[config.mk]
export PLATFORM = sky130hd
export DESIGN_NAME = pc_predictor
export DESIGN_NICKNAME = d
export VERILOG_FILES = /design/src/rtl/pc_predictor.sv
export SDC_FILE = /design/constraint.sdc
export NUM_CORES = 1
export LEC_CHECK = 0
export CAP_MARGIN = 10
export CORE_MARGIN = 10
export CORE_UTILIZATION = 55
export DETAILED_ROUTE_END_ITERATION = 8
export PLACE_DENSITY = 0.79
export REMOVE_ABC_BUFFERS = 1
export SLEW_MARGIN = 20
export SYNTH_ARGS = -nofsm -noshare
export SYNTH_HDL_FRONTEND = slang
export SYNTH_SLANG_ARGS = --single-unit
export TNS_END_PERCENT = 5
[constraint.sdc]
create_clock -name clk -period 5.9 [get_ports clk]
set_input_delay 0.885 -clock clk [delete_from_list [all_inputs] [get_ports clk]]
set_output_delay 0.885 -clock clk [all_outputs]
set_load 0.005 [all_outputs]
[src/rtl/pc_predictor.sv]
// Fetch program counter with an internal sequential adder and a
// direct-mapped branch target buffer of 2-bit saturating counters.
module pc_predictor #(
    parameter int unsigned XLEN = 32,
    parameter logic [XLEN-1:0] RESET_PC = '0,
    parameter int unsigned BTB_ENTRIES = 16,
    localparam int unsigned IDX_W = $clog2(BTB_ENTRIES)
) (
    input  logic            clk,
    input  logic            reset,
    input  logic            pc_write,
    input  logic            is_not_cache_stall,
    input  logic            redirect_valid,
    input  logic [XLEN-1:0] redirect_pc,
    input  logic            update_valid,
    input  logic [XLEN-1:0] update_pc,
    input  logic            update_taken,
    input  logic [XLEN-1:0] update_target,
    output logic [XLEN-1:0] current_pc,
    output logic            pred_taken,
    output logic [XLEN-1:0] pred_target
);

    localparam int unsigned TAG_W = XLEN - IDX_W - 2;

    logic [BTB_ENTRIES-1:0] btb_valid;
    logic [1:0]             btb_ctr    [BTB_ENTRIES];
    logic [TAG_W-1:0]       btb_tag    [BTB_ENTRIES];
    logic [XLEN-1:0]        btb_target [BTB_ENTRIES];

    logic             advance;
    logic [IDX_W-1:0] look_idx;
    logic [TAG_W-1:0] look_tag;
    logic             look_hit;
    logic [XLEN-1:0]  pc_plus4;

    logic [IDX_W-1:0] upd_idx;
    logic [TAG_W-1:0] upd_tag;
    logic             upd_hit;
    logic             train;

    // Byte offset bits never select an entry.
    logic unused_lsb;
    assign unused_lsb = ^{current_pc[1:0], update_pc[1:0]};

    assign advance = is_not_cache_stall;
    assign train   = advance && update_valid;

    assign look_idx = current_pc[IDX_W+1:2];
    assign look_tag = current_pc[XLEN-1:IDX_W+2];
    assign look_hit = btb_valid[look_idx] && (btb_tag[look_idx] == look_tag);
    assign pc_plus4 = current_pc + XLEN'(4);

    assign pred_taken  = look_hit && btb_ctr[look_idx][1];
    assign pred_target = pred_taken ? btb_target[look_idx] : pc_plus4;

    assign upd_idx = update_pc[IDX_W+1:2];
    assign upd_tag = update_pc[XLEN-1:IDX_W+2];
    assign upd_hit = btb_valid[upd_idx] && (btb_tag[upd_idx] == upd_tag);

    // A flush from EX wins over the hazard stall but not the cache stall.
    always_ff @(posedge clk) begin
        if (reset) begin
            current_pc <= RESET_PC;
        end else if (advance && redirect_valid) begin
            current_pc <= redirect_pc;
        end else if (advance && pc_write) begin
            current_pc <= pred_target;
        end
    end

    always_ff @(posedge clk) begin
        if (reset) begin
            btb_valid <= '0;
            for (int i = 0; i < BTB_ENTRIES; i++) begin
                btb_ctr[i] <= 2'b01;
            end
        end else if (train) begin
            if (upd_hit) begin
                if (update_taken && btb_ctr[upd_idx] != 2'b11) begin
                    btb_ctr[upd_idx] <= btb_ctr[upd_idx] + 2'd1;
                end else if (!update_taken && btb_ctr[upd_idx] != 2'b00) begin
                    btb_ctr[upd_idx] <= btb_ctr[upd_idx] - 2'd1;
                end
            end else if (update_taken) begin
                btb_valid[upd_idx] <= 1'b1;
                btb_ctr[upd_idx]   <= 2'b10;
            end
        end
    end

    // Tags and targets need no reset; the valid bits qualify them.
    always_ff @(posedge clk) begin
        if (!reset && train && update_taken) begin
            btb_target[upd_idx] <= update_target;
            if (!upd_hit) begin
                btb_tag[upd_idx] <= upd_tag;
            end
        end
    end

endmodule

After elaboration in Yosys (flattened, before gate mapping)
Memory sizes are Yosys's and may differ from the RTL's. A register that Yosys moved wholly into a read port is not among the register bits.
Index checks and enable logic that the tools add are counted.
{"block": "classes", "addsub": 3, "magnitude_cmp": 3, "eq_ne": 3, "muxes": 43, "n_bitwise": 4, "n_reduce_logical": 17}
{"cell": "32-bit 2-to-1 mux", "n": 3}
{"cell": "26-bit equality test", "n": 2}
{"cell": "32-bit by 3-bit adder with 32-bit output, second input constant", "n": 1}
{"cell": "4-bit 2-to-1 mux", "n": 7}
{"cell": "1-bit 2-to-1 mux", "n": 27}
{"cell": "16-bit bitwise OR", "n": 1}
{"cell": "1-bit logical AND", "n": 11}
{"cell": "4-bit by 5-bit less-than comparator with 1-bit output, second input constant", "n": 2}
{"cell": "1-bit binary-select mux with 4-bit select", "n": 2}
{"cell": "2-bit 2-to-1 mux", "n": 3}
{"cell": "1-bit demux with 4-bit select", "n": 1}
{"cell": "4-bit by 1-bit >= comparator with 1-bit output, second input constant", "n": 1}
{"cell": "2-bit nonzero test", "n": 2}
{"cell": "3-bit AND reduction", "n": 1}
{"cell": "2-bit by 1-bit adder with 2-bit output, second input constant", "n": 1}
{"cell": "1-bit zero test", "n": 2}
{"cell": "2-bit inequality test, second input constant", "n": 1}
{"cell": "1-bit bitwise OR", "n": 2}
{"cell": "2-bit OR reduction", "n": 1}
{"cell": "2-bit by 1-bit subtractor with 2-bit output, second input constant", "n": 1}
{"cell": "1-bit NOT", "n": 1}
{"block": "word_totals", "reg_bits": 48, "ram_bits": 960, "inputBits": 103, "out_inout_bits": 65, "word_cells": 78, "n_memories": 3}
{"name": "btb_target", "depth": 16, "word_bits": 32, "rd": 1, "rd_ports_with_merged_regs": 1, "wr": 1, "line": "29", "rtl": "logic [XLEN-1:0] btb_target [BTB_ENTRIES];"}
{"name": "btb_tag", "depth": 16, "word_bits": 26, "rd": 2, "rd_ports_with_merged_regs": 1, "wr": 1, "line": "28", "rtl": "logic [TAG_W-1:0] btb_tag [BTB_ENTRIES];"}
{"name": "btb_ctr", "depth": 16, "word_bits": 2, "rd": 2, "rd_ports_with_merged_regs": 1, "wr": 16, "line": "27", "rtl": "logic [1:0] btb_ctr [BTB_ENTRIES];"}

Logic depth before layout (Yosys ltp)
An unclocked memory read counts as a cell.
{"block": "depth", "word_depth": 13, "ltp_mapped": 15, "mapped_depth_nobuf": 9}

Worst setup path after synthesis
No wires, ideal clock.
{"block": "synth_path", "path_type": "input to register", "startpoint": "input port update_pc[4]", "endpoint": "memory btb_target[5][0] (enable)", "setup_time_ns": 0.468, "arrival_time_ns": 4.506, "t_required_ns": 5.432, "slack_ns": 0.927, "path_stages": 7, "path_buffers": 5, "path_cell_list": "buf_2 > buf_2 > buf_4 > buf_2 > buf_2 > nand3_1 > nor3b_1"}
{"item": "from (decl)", "line": "16", "rtl": "input logic [XLEN-1:0] update_pc,"}
{"item": "to (decl)", "line": "29"}
No word-level cell before the write port.

==> results.py <==
metrics = {
    "run_status": {
        "status": "completed",
    },
    "sta": {
        "finalHoldViolCount": 0,
        "worst_slew_pin_slew_ns": 1.06,
        "fin_skew_ns": 0.0679,
        "setup_viol": 0,
        "rsz0062_at_grt": "yes",
        "maxSlewHeadroom_pct": 29.1,
        "finalWorstSetupSlack_ns": 0.0223,
        "fmax_ghz": 0.170,
        "slew_violations": 0,
        "timing.final.crit_share_pct": 99.6,
        "period_minus_slack_ns": 5.88,
    },
    "grt": {
        "grt_max_degree": 129,
        "grt_pass1_wl_um": 191000,
        "grt_pass1_vias": 27600,
        "grt_use_met1_pct": 36.8,
        "track_usage_pct": 27.7,
        "grtUsageMet3_pct": 7.78,
        "grt.overflow.total": 0,
        "grt.busiest_layer": "met2",
        "grt_use_met2_pct": 43.8,
        "grt_antenna_before_repair": 5,
    },
    "power_and_ir_drop": {
        "combPwrFrac_pct": 8.2,
        "p_leak_nw": 16.6,
        "netSwitchingPower_mw": 3.65,
        "peakVddDrop_mv": 0.355,
        "powerDensity_nw_per_um2": 307,
        "internal_power_mw": 12.4,
        "pwr-share-seq_pct": 49.8,
        "p_clk_share_pct": 42.0,
        "netSwitchingFraction_pct": 22.8,
    },
    "drt": {
        "drtAntennaViolNets": 0,
        "via_per_inst": 7.01,
        "wirelength_um": 130000,
        "vias": 26700,
        "drtIter0Drc": 4006,
        "first_pass_iters": 5,
        "drcViolationCount": 0,
        "avgRoutedWirePerCell_um": 34.2,
    },
    "yosys": {
        "yosys.area.top_type": "edfxtp_1",
        "async_reset_ff_share_pct": 0,
        "synth_area_leaders": "edfxtp_1, mux4_2, mux2i_1",
        "ys_warn_count": 0,
        "synth_top_area_share_pct": 64.2,
        "synth_edf_count": 960,
        "synthCells": 2405,
        "ys_seq_area_share_pct": 66.6,
        "syn_area_per_cell_um2": 18.7,
        "ys_types": 81,
        "ys.flop_type": "edfxtp_1",
        "ys_seq_elements": 1012,
        "synth_area_um2": 44900,
    },
    "die": {
        "die_w_um": 306,
        "die_height_um": 306,
        "dieArea_um2": 93400,
        "core_area_um2": 80700,
        "io_pins": 168,
        "start_util_pct": 55.6,
        "row_count": 104,
    },
    "clock_network": {
        "cts-root-buf": "clkbuf_16",
        "clock_latency_ns": 0.72,
        "htree_levels": 3,
        "cts_made_buffers": 101,
        "cts_buffer_depth": 3,
        "ctsHoldBuffers": 0,
        "clk_pin_slew_ns": 0.06,
        "cts.sinks": 1012,
        "cts_tree": "done",
    },
    "min_path": {
        "hp-start": "btb_valid[7]$_SDFFE_PP0N_",
        "hp-class": "flip-flop to flip-flop",
    },
    "critical_path": {
        "slowest_delay_ns": 0.65,
        "startpoint_type": "flip-flop",
        "critPathRequiredTime_ns": 5.02,
        "slowest_stage": "dfxtp_4",
        "cp_max_fo": 32,
        "cp.arrival_ns": 4.99,
        "path_class": "flip-flop to output port",
        "crit_path_end_kind": "output port",
        "cp_cell_sequence": "and2_1 > a221oi_1 > o21ai_0 > a21oi_1 > or4_1 > nor4_1 > nand3b_1 > buf_6 > mux2i_2 > clkdlybuf4s50_1",
    },
    "layout": {
        "area_growth_syn_to_layout_pct": 16.3,
        "drive_above_1_share_pct": 27.2,
        "nets": 2757,
        "final_cells": 3805,
        "nFillCells": 5252,
    },
    "placement": {
        "post-place-ws_ns": 0.505,
        "dp_cells": 3599,
        "port_buffers": 165,
        "place_congestion": 0.951,
        "dp_hpwl_um": 79400,
    },
    "job": {
        "maxCapViolCount": 0,
    },
}
synth_stat cells (10+ instances only):
master	number
a31oi_1	11
nor3_1	34
clkbuf_1	73
mux2_2	33
xor2_1	16
edfxtp_1	960
dfxtp_1	52
nand2_1	90
buf_6	12
a22oi_1	53
nor2_1	93
o21ai_0	11
mux4_2	355
xnor2_1	56
and3_1	12
a31o_1	17
inv_1	40
nor2b_1	14
buf_1	15
buf_4	17
a21oi_1	12
nand3_1	28
buf_2	45
a221oi_1	15
o22ai_1	21
nand4_1	14
o2bb2ai_1	10
and2_1	13
mux2i_1	137
a221o_1	26
kinds of logic after synthesis:
family	share of synthesized area, %
compound gates	4.30
xor+xnor	1.41
fa+ha+maj	0.0279
buf+inv	2.16
flops	66.6
mux	21.8
simple gates	3.76
cells in the final DEF, fill, tap and decap left out, types with 8 or more instances in the layout:
master | synthesis | layout
and2_1 | 13 | 13
inv_1 | 40 | 39
clkinv_2 | 0 | 20
bufinv_16 | 0 | 13
mux2_2 | 33 | 33
a31oi_1 | 11 | 11
clkbuf_16 | 0 | 101
a221oi_1 | 15 | 15
mux2i_1 | 137 | 135
nand2b_1 | 9 | 9
nand3_1 | 28 | 28
clkbuf_1 | 73 | 25
nand4_1 | 14 | 14
xnor2_1 | 56 | 55
dfxtp_1 | 52 | 48
nor3_1 | 34 | 32
a22oi_1 | 53 | 53
and3_1 | 12 | 12
clkinv_1 | 0 | 11
nor4_1 | 9 | 8
mux4_2 | 355 | 355
buf_12 | 0 | 22
clkdlybuf4s50_1 | 0 | 160
a31o_1 | 17 | 17
nand2_1 | 90 | 90
nor2b_1 | 14 | 14
o2bb2ai_1 | 10 | 10
buf_4 | 17 | 120
nor2_1 | 93 | 61
o21ai_0 | 11 | 11
edfxtp_1 | 960 | 960
o22ai_1 | 21 | 21
a21oi_1 | 12 | 12
nor2_4 | 0 | 30
clkbuf_8 | 0 | 9
a221o_1 | 26 | 26
xor2_1 | 16 | 16
flip-flops by register name (all words and copies together) (netlist names), named ones only:
register and flops:
btb_ctr 32, btb_tag 416, btb_target 512, btb_valid 16, current_pc 32
power by group through the flow:
stage	sequential, mW	clock (mW)	combinational (mW)
floorplan	8.16	0	0.753
global placement	8.12	0	1.23
detailed placement	8.13	0	1.26
CTS	7.97	6.75	1.29
global route	7.97	7.02	1.38
finish	7.97	6.72	1.32
what timing repair did:
action                                  4_1_cts  5_1_grt
gates resized for setup                       2        7
endpoints found under the setup margin       33       33
setup buffers                                 5        6
endpoints found under the hold margin         0        0
critical path, delay by kind of cell (launching register included):
| kind | cells | cell delay, ns |
|---|---|---|
| AOI/OAI and AO/OA | 3 | 0.73 |
| buffers and inverters | 2 | 0.88 |
| DFF | 1 | 0.65 |
| muxes | 1 | 0.32 |
| and+or+nand+nor | 4 | 1.73 |
area by class of cell:
type	count	area [µm²]	area share, %
sequential	1012	29900	57.3
clock buffer	134	2730	5.23
antenna	4	10.0	0.0192
multi-input combinational	1191	14300	27.5
clock inverter	57	769	1.47
inverter	40	153	0.293
timing repair buffer	307	2990	5.73
tap	1060	1330	2.54
final timing paths:
| path | cells past startpoint | end | slack [ns] |
|---|---|---|---|
| setup reg to reg | 12 | flip-flop | 1.48 |
| setup / recovery | 10 | pred_target[2] | 0.02 |
| hold / removal | 2 | btb_valid[7]$_SDFFE_PP0N_ | 0.49 |
| hold reg to reg | 2 | btb_valid[7]$_SDFFE_PP0N_ | 0.49 |
metal layers:
layer | share of wire, % | up-vias
met3 | 14 | 332
li1 | - | 10600
met1 | 35 | 13600
met4 | 3.6 | 2
met5 | 0.010 | -
met2 | 48 | 2144
per-stage QoR:
step | hold slack, ns | util [%] | TNS (ns) | power [mW] | cell area [µm²]
floorplan | 0.455 | - | -519.58 | 8.92 | 44100
global placement | 0.467 | 60.1 | 0 | 9.36 | 48500
detailed placement | 0.481 | 60.1 | 0 | 9.39 | 48500
CTS | 0.489 | 64.6 | 0 | 16.0 | 52100
global route | 0.513 | 64.7 | -0.0969 | 16.4 | 52200
finish | 0.495 | 64.7 | 0 | 16.0 | 52200
Power figures use the tool's default switching activity.
